[config.mk]
export PLATFORM = sky130hd
export DESIGN_NAME = hash_target_check_flat
export DESIGN_NICKNAME = d
export VERILOG_FILES = /design/src/rtl/hash_target_check_pkg.sv /design/src/rtl/hash_target_check_if.sv /design/src/rtl/hash_target_check_min_tracker.sv /design/src/rtl/hash_target_check.sv /design/src/flat_wrapper.sv
export SDC_FILE = /design/constraint.sdc
export NUM_CORES = 1
export LEC_CHECK = 0
export ABC_AREA = 0
export BUFFER_PORTS_ARGS = -buffer_cell sky130_fd_sc_hd__buf_2
export CAP_MARGIN = 10
export CORE_MARGIN = 4
export CORE_UTILIZATION = 30
export DETAILED_ROUTE_END_ITERATION = 10
export GPL_TIMING_DRIVEN = 0
export SYNTH_ARGS = -nofsm -noshare
export SYNTH_HDL_FRONTEND = slang
export SYNTH_SLANG_ARGS = --single-unit
[constraint.sdc]
create_clock -name clk -period 2.8 [get_ports clk]
set_clock_uncertainty 0.1 [all_clocks]
set_input_delay 0.42 -clock clk [delete_from_list [all_inputs] [get_ports clk]]
set_output_delay 0.42 -clock clk [all_outputs]
set_load 0.02 [all_outputs]
[src/rtl/hash_target_check_pkg.sv]
// Shared types and constants for the hash target checker.
// Optional winner counting is enabled by defining HASH_CHECK_COUNT_EN.
package hash_check_pkg;

  typedef enum logic [2:0] {
    S_IDLE,
    S_READ,
    S_DRAIN,
    S_WRITE,
    S_DONE
  } state_t;

  localparam logic [2:0] RES_FOUND   = 3'd0;
  localparam logic [2:0] RES_WIN     = 3'd1;
  localparam logic [2:0] RES_MIN     = 3'd2;
  localparam logic [2:0] RES_MIN_IDX = 3'd3;
  localparam logic [2:0] RES_COUNT   = 3'd4;

  localparam logic [31:0] NO_WIN = 32'hFFFFFFFF;

  localparam int RD_LAT = 2;

`ifdef HASH_CHECK_COUNT_EN
  localparam logic [2:0] NUM_WR = 3'd5;
`else
  localparam logic [2:0] NUM_WR = 3'd4;
`endif

endpackage

[src/rtl/hash_target_check_if.sv]
// Single-port synchronous memory bus shared with the hashing block.
interface hash_target_check_if;
  logic        mem_clk;
  logic        mem_we;
  logic [15:0] mem_addr;
  logic [31:0] mem_write_data;
  logic [31:0] mem_read_data;

  modport master (
    output mem_clk,
    output mem_we,
    output mem_addr,
    output mem_write_data,
    input  mem_read_data
  );

  modport slave (
    input  mem_clk,
    input  mem_we,
    input  mem_addr,
    input  mem_write_data,
    output mem_read_data
  );
endinterface

[src/rtl/hash_target_check_min_tracker.sv]
// Registered argmin and first-below-target tracker over a stream of
// indexed 32-bit values; clear restarts tracking.
module hash_min_tracker #(
  parameter int IDX_W = 4
) (
  input  logic             clk,
  input  logic             reset_n,
  input  logic             clear,
  input  logic             valid,
  input  logic [31:0]      value,
  input  logic [IDX_W-1:0] idx,
  input  logic [31:0]      target,
  output logic             found,
  output logic [IDX_W-1:0] win_idx,
  output logic [31:0]      min_val,
  output logic [IDX_W-1:0] min_idx
);

  logic have_min;

  // The first valid value always seeds the minimum; later ones replace it
  // only when strictly smaller so ties keep the lower index.
  always_ff @(posedge clk) begin
    if (!reset_n || clear) begin
      found    <= 1'b0;
      win_idx  <= '0;
      min_val  <= '0;
      min_idx  <= '0;
      have_min <= 1'b0;
    end else if (valid) begin
      if (!found && (value < target)) begin
        found   <= 1'b1;
        win_idx <= idx;
      end
      if (!have_min || (value < min_val)) begin
        have_min <= 1'b1;
        min_val  <= value;
        min_idx  <= idx;
      end
    end
  end

endmodule

[src/rtl/hash_target_check.sv]
// Scans NUM_NONCES hash words from memory against a target and writes a
// result record. HASH_CHECK_COUNT_EN adds a winner count as a fifth word.
module hash_target_check
  import hash_check_pkg::*;
#(
  parameter int NUM_NONCES = 16,
  parameter int IDX_W      = $clog2(NUM_NONCES)
) (
  input  logic        clk,
  input  logic        reset_n,
  input  logic        start,
  input  logic [15:0] hash_addr,
  input  logic [15:0] result_addr,
  input  logic [31:0] target,
  output logic        done,
  output logic        found,
  hash_target_check_if.master mem
);

  localparam logic [IDX_W-1:0] LAST_IDX = IDX_W'(NUM_NONCES - 1);

  state_t            state_q, state_d;
  logic [31:0]       target_q, target_d;
  logic [15:0]       result_q, result_d;
  logic [IDX_W-1:0]  issue_idx_q, issue_idx_d;
  logic [IDX_W-1:0]  smp_idx_q, smp_idx_d;
  logic [RD_LAT-1:0] rd_v_q, rd_v_d;
  logic [2:0]        wr_cnt_q, wr_cnt_d;
  logic              mem_we_q, mem_we_d;
  logic [15:0]       mem_addr_q, mem_addr_d;
  logic [31:0]       wdata_q, wdata_d;
  logic              done_q, done_d;
  logic              clear, issue, sample;
  logic [31:0]       wr_word;

  logic [IDX_W-1:0]  win_idx, min_idx;
  logic [31:0]       min_val;

  assign sample = rd_v_q[RD_LAT-1];

  hash_min_tracker #(.IDX_W(IDX_W)) u_tracker (
    .clk     (clk),
    .reset_n (reset_n),
    .clear   (clear),
    .valid   (sample),
    .value   (mem.mem_read_data),
    .idx     (smp_idx_q),
    .target  (target_q),
    .found   (found),
    .win_idx (win_idx),
    .min_val (min_val),
    .min_idx (min_idx)
  );

`ifdef HASH_CHECK_COUNT_EN
  logic [IDX_W:0] win_cnt_q;

  always_ff @(posedge clk) begin
    if (!reset_n || clear) begin
      win_cnt_q <= '0;
    end else if (sample && (mem.mem_read_data < target_q)) begin
      win_cnt_q <= win_cnt_q + 1'b1;
    end
  end
`endif

  // Result record word selected by the write counter.
  always_comb begin
    wr_word = '0;
    case (wr_cnt_q)
      RES_FOUND:   wr_word = {31'b0, found};
      RES_WIN:     wr_word = found ? {{(32-IDX_W){1'b0}}, win_idx} : NO_WIN;
      RES_MIN:     wr_word = min_val;
      RES_MIN_IDX: wr_word = {{(32-IDX_W){1'b0}}, min_idx};
`ifdef HASH_CHECK_COUNT_EN
      RES_COUNT:   wr_word = {{(31-IDX_W){1'b0}}, win_cnt_q};
`endif
      default:     wr_word = '0;
    endcase
  end

  always_comb begin
    state_d     = state_q;
    target_d    = target_q;
    result_d    = result_q;
    issue_idx_d = issue_idx_q;
    smp_idx_d   = sample ? smp_idx_q + 1'b1 : smp_idx_q;
    wr_cnt_d    = wr_cnt_q;
    mem_we_d    = 1'b0;
    mem_addr_d  = mem_addr_q;
    wdata_d     = wdata_q;
    done_d      = done_q;
    clear       = 1'b0;
    issue       = 1'b0;

    case (state_q)
      S_IDLE, S_DONE: begin
        if (start) begin
          target_d    = target;
          result_d    = result_addr;
          done_d      = 1'b0;
          mem_addr_d  = hash_addr;
          issue_idx_d = '0;
          smp_idx_d   = '0;
          wr_cnt_d    = '0;
          clear       = 1'b1;
          issue       = 1'b1;
          state_d     = S_READ;
        end
      end
      S_READ: begin
        issue       = 1'b1;
        mem_addr_d  = mem_addr_q + 16'd1;
        issue_idx_d = issue_idx_q + 1'b1;
        if (issue_idx_d == LAST_IDX) state_d = S_DRAIN;
      end
      S_DRAIN: begin
        if (sample && (smp_idx_q == LAST_IDX)) state_d = S_WRITE;
      end
      S_WRITE: begin
        // One extra cycle after the last write lets mem_we fall as done rises.
        if (wr_cnt_q == NUM_WR) begin
          done_d  = 1'b1;
          state_d = S_DONE;
        end else begin
          mem_we_d   = 1'b1;
          mem_addr_d = result_q + {13'b0, wr_cnt_q};
          wdata_d    = wr_word;
          wr_cnt_d   = wr_cnt_q + 3'd1;
        end
      end
      default: state_d = S_IDLE;
    endcase

    rd_v_d = RD_LAT'({rd_v_q, issue});
  end

  always_ff @(posedge clk) begin
    if (!reset_n) begin
      state_q     <= S_IDLE;
      target_q    <= '0;
      result_q    <= '0;
      issue_idx_q <= '0;
      smp_idx_q   <= '0;
      rd_v_q      <= '0;
      wr_cnt_q    <= '0;
      mem_we_q    <= 1'b0;
      mem_addr_q  <= '0;
      wdata_q     <= '0;
      done_q      <= 1'b0;
    end else begin
      state_q     <= state_d;
      target_q    <= target_d;
      result_q    <= result_d;
      issue_idx_q <= issue_idx_d;
      smp_idx_q   <= smp_idx_d;
      rd_v_q      <= rd_v_d;
      wr_cnt_q    <= wr_cnt_d;
      mem_we_q    <= mem_we_d;
      mem_addr_q  <= mem_addr_d;
      wdata_q     <= wdata_d;
      done_q      <= done_d;
    end
  end

  assign done               = done_q;
  assign mem.mem_clk        = clk;
  assign mem.mem_we         = mem_we_q;
  assign mem.mem_addr       = mem_addr_q;
  assign mem.mem_write_data = wdata_q;

endmodule
[src/flat_wrapper.sv]
// flat-port wrapper written by rule: the top's interface ports become plain ports
module hash_target_check_flat import hash_check_pkg::*;
#(
  parameter int NUM_NONCES = 16,
  parameter int IDX_W      = $clog2(NUM_NONCES)
)
  (clk, reset_n, start, hash_addr, result_addr, target, done, found, mem_mem_clk, mem_mem_we, mem_mem_addr, mem_mem_write_data, mem_mem_read_data);
  hash_target_check_if mem_i ();
  input  logic clk;
  input  logic reset_n;
  input  logic start;
  input  logic [15:0] hash_addr;
  input  logic [15:0] result_addr;
  input  logic [31:0] target;
  output logic done;
  output logic found;
  output wire logic [$bits(mem_i.mem_clk)-1:0] mem_mem_clk;
  output wire logic [$bits(mem_i.mem_we)-1:0] mem_mem_we;
  output wire logic [$bits(mem_i.mem_addr)-1:0] mem_mem_addr;
  output wire logic [$bits(mem_i.mem_write_data)-1:0] mem_mem_write_data;
  input wire logic [$bits(mem_i.mem_read_data)-1:0] mem_mem_read_data;
  assign mem_mem_clk = mem_i.mem_clk;
  assign mem_mem_we = mem_i.mem_we;
  assign mem_mem_addr = mem_i.mem_addr;
  assign mem_mem_write_data = mem_i.mem_write_data;
  assign mem_i.mem_read_data = mem_mem_read_data;
  hash_target_check #(.NUM_NONCES(NUM_NONCES), .IDX_W(IDX_W)) u_core (.clk(clk), .reset_n(reset_n), .start(start), .hash_addr(hash_addr), .result_addr(result_addr), .target(target), .done(done), .found(found), .mem(mem_i));
endmodule
## Yosys cells after proc, flatten, opt, wreduce, memory -nomap -nowiden

Cells that the tools add are included.

- Add/subtract/negate cells: 5
- $lt $le $gt $ge: 2
- Equality and inequality tests: 15
- Multiplexer cells: 25
- Bitwise logic cells: 1
- Reductions and logical operators: 23

Operators by type and width:

| operator | number |
|---|---|
| $pmux 32 s4 | 1 |
| $lt 32x32->1 | 2 |
| $pmux 16 s3 | 1 |
| $mux 16 | 2 |
| $mux 32 | 1 |
| $mux 3 | 6 |
| $add 16x1->16 const B | 1 |
| $add 16x3->16 | 1 |
| $mux 4 | 4 |
| $eq 3x2->1 const B | 4 |
| $pmux 3 s4 | 1 |
| $reduce_and 2->1 | 6 |
| $reduce_and 3->1 | 3 |
| $add 4x1->4 const B | 2 |
| $eq 4x4->1 const B | 2 |
| $pmux 4 s2 | 1 |
| $eq 3x1->1 const B | 2 |
| $eq 3x3->1 const B | 2 |
| $logic_not 3->1 | 2 |
| $ne 2x1->1 const B | 3 |
| $pmux 3 s2 | 1 |
| $mux 1 | 5 |
| $ne 2x2->1 const B | 2 |
| $pmux 1 s2 | 2 |
| 9 further kinds | 14 |

- Flip-flop bits (word level): 156
- Output and inout bits: 52
- Word-level logic and storage cells: 87

## Depth between registers and ports, before layout

- Word-level depth: 4
- Gate-level depth with buffers: 10
- Depth with buffers taken out: 9

## Modules after synthesis

A second synthesis with hierarchy kept.

- Cells, all modules: 1062
- Area, all modules: 8689.6 µm²

By module, submodules not included:

| module | instances | cells each | area each (µm²) | sequential area each (µm²) |
|---|---|---|---|---|
| hash_target_check | 1 | 665 | 5445.2 | 2282.2 |
| hash_min_tracker | 1 | 397 | 3244.4 | 840.8 |

==> metrics.txt <==
Clock Pin Slew Worst Setup and Hold Paths approximately 0.070 ns; FF-to-FF End u_core.u_tracker.min_val[28]; I/O Buffers about 150; final hold violation count 0; Ys Warns 0; detailed-route via count 8,187; r2r startpoint u_core.u_tracker.min_val[31]; unrepaired setup endpoints after global routing yes; first-pass GRT wire length slightly above 40 mm; vias per std cell 4.98; Distinct cells, synth 64; I/O pins ~150; initial drt markers 470; Slew @ Worst Pin 0.888 ns; GRT overflow 0; row count 61; Synth Instances 1,071; Hold Path Class primary input to register; die area approximately 0.031 mm^2; PwrDens between 700 and 800 mW/mm^2; Final Hold Slack 0.0170 ns; final wirelength approximately 27 mm; CTS tree yes; startpoint type of the worst setup path register; Finished Layout Cells about 1,600; Pleak 4.22 nW; latest clock arrival within the worst-skew pair ~0.53 ns; cell area after synthesis 0.00850 mm^2; Initial Util between 30% and 40%; GRT Total Usage 16.7%; via count of the first global-routing pass 7,856; 1st-pass router iterations 5; post-synth top area share approximately 37%; pin count of the biggest net entering global routing 17; fin crit period ~2.8 ns; hold depth 3; Die H roughly 180 um; Syn Nets ~1,200; Max Freq about 360 MHz; synthesis-to-finish area growth 26.8%; Worst Path Arrival about 3.1 ns; Final Max Tran Viols 0; async set-reset flop share out of synthesis 0%; Primary FF master, synth dfxtp_1; Synth area leaders dfxtp_1, ha_1, a21oi_1; syn avg cell area 7.94 um^2; placed standard-cell area 0.00972 mm^2; Worst EP required 3.14 ns; final setup fails 0; MaxCap Viol Count 0; Min-Delay Endpoint u_core.target_q[19]; Synth top cells by count a21oi_1, dfxtp_1, nand2_1; setup TNS 0 ns; Fillers between 2,000 and 3,000; gpl congestion between 0.8 and 0.9; Hold Startpoint target[19]; area leader, netlist dfxtp_1; most frequent cell after synthesis a21oi_1; crit share post-route 99.5%; worst r2r path cells 9; HPWL Detailed between 20 and 25 mm; Nets 1,425; initial antenna violation count 4; worst reg2reg setup slack approximately 0.013 ns; Die X 176 um; outcome complete, no violations; ANT nets after route 0; Setup Crit Path Kind register to register; Seq cells post-synth around 160; register area share after synthesis between 30 and 40%; fin area 0.0108 mm^2; share of post-route cells with drive strength above 1 about a fifth; routed length per instance between 15 and 20 um; Critical Path End Type register; Placed Cells 1,598; Post-synth EDFFs 0; Residual DRC 0; worst-path fanout max 6; Peak VDD IR ~0.00036 V; core footprint 0.0279 mm^2; max_slew headroom between 40 and 50%
-- how the worst max path moves through the flow --
stage	startpoint	end	slack [ns]	depth (start not counted)
after detailed placement	mem_mem_read_data[23]	u_core.u_tracker.win_idx[1]	-0.30	8
after global placement	mem_mem_read_data[23]	u_core.u_tracker.win_idx[2]	-0.30	8
after floorplan	mem_mem_read_data[30]	u_core.u_tracker.min_val[1]	0.08	8
after CTS	u_core.u_tracker.min_val[29]	u_core.u_tracker.min_val[10]	0.006	9
after global routing	u_core.u_tracker.min_val[31]	u_core.u_tracker.min_val[28]	-0.07	9
final	u_core.u_tracker.min_val[31]	u_core.u_tracker.min_val[28]	0.01	9
-- registers in the layout (all words and copies together) (netlist names) --
register and count:
u_core.state_q 3, u_core.u_tracker.min_idx 4, u_core.issue_idx_q 4, u_core.u_tracker.have_min 1
u_core.mem.mem_we 1, u_core.smp_idx_q 4, u_core.wr_cnt_q 3, u_core.done 1
u_core.result_q 16, u_core.rd_v_q 2, u_core.u_tracker.min_val 32, u_core.u_tracker.win_idx 4
u_core.target_q 32, u_core.mem.mem_addr 16, u_core.u_tracker.found 1, u_core.mem.mem_write_data 32
-- worst max-delay path, cell delays in order (launching register included) --
cell and delay [ns]:
dfxtp_2 0.34, inv_2 0.05, ha_4 0.27, nand4_4 0.12
or4_4 0.55, or3_4 0.39, o32ai_4 0.33, nor2_4 0.14
clkbuf_16 0.19, o31ai_4 0.22
-- repair_timing --
item                       in CTS  in global routing
hold buffers                    0                  0
resized for setup               9                 44
setup buffers                   0                  7
cloned                          0                  3
pin swaps                       1                 14
setup endpoints to repair      35                 43
-- cell families (layout without fill, tap and decap cells) --
| family | after synthesis | count (layout) | synth area share [%] |
|---|---|---|---|
| other | 0 | 2 | 0 |
| adder cells (fa/ha/maj) | 75 | 75 | 11.1 |
| XOR/XNOR | 22 | 22 | 2.27 |
| flip-flops | 156 | 156 | 36.7 |
| multiplexers | 9 | 9 | 1.06 |
| AND/OR/NAND/NOR | 359 | 360 | 19.1 |
| buffers and inverters | 144 | 336 | 6.71 |
| AO/OA/AOI/OAI | 306 | 306 | 23.0 |
-- stage by stage --
stage          total power, mW  worst slack, ns  util, %
2_1_floorplan             4.45           0.0794        -
3_3_place_gp              5.21           -0.299     34.9
3_5_place_dp              5.25           -0.295     34.9
4_1_cts                   7.88          0.00610     37.5
5_1_grt                   8.45          -0.0680     38.7
6_report                  7.96           0.0130     38.7
-- power by group --
part	internal [mW]	switching (mW)	total [mW]
clock	1.64	1.01	2.65
sequential	2.50	0.257	2.76
combinational	0.877	1.66	2.54
-- final cells by class --
type	count	area, um^2	share of cell area [%]
clock buffer	23	523	4.85
multi-input combinational	772	5010	46.5
buffer	67	327	3.03
tap	378	473	4.39
antenna	2	5.00	0.0464
timing repair buffer	157	856	7.94
inverter	76	285	2.65
clock inverter	13	165	1.53
sequential	156	3130	29.0
-- cell usage in the layout (no fill, tap or decap), types with 38 or more instances in the layout --
cell type  Yosys  final
nor2_1       107    107
buf_2          3    149
a21oi_1      173    173
nand4_1       43     43
nand2_1      145    145
inv_1         75     71
o21ai_0       39     38
ha_1          74     68
dfxtp_1      156    151
clkbuf_1      56     53
-- layer usage --
layer  global-route usage, %  vias up  wire, um  part of all wire, %
li1                        -     4110         -                    -
met1                    22.1     3799     12100                   45
met2                    27.3      227     12600                   47
met3                    3.60       45      1320                  4.9
met4                    5.45        6       592                  2.2
met5                       0        -        34                 0.13
No activity file was read; power rests on OpenSTA's default activity.
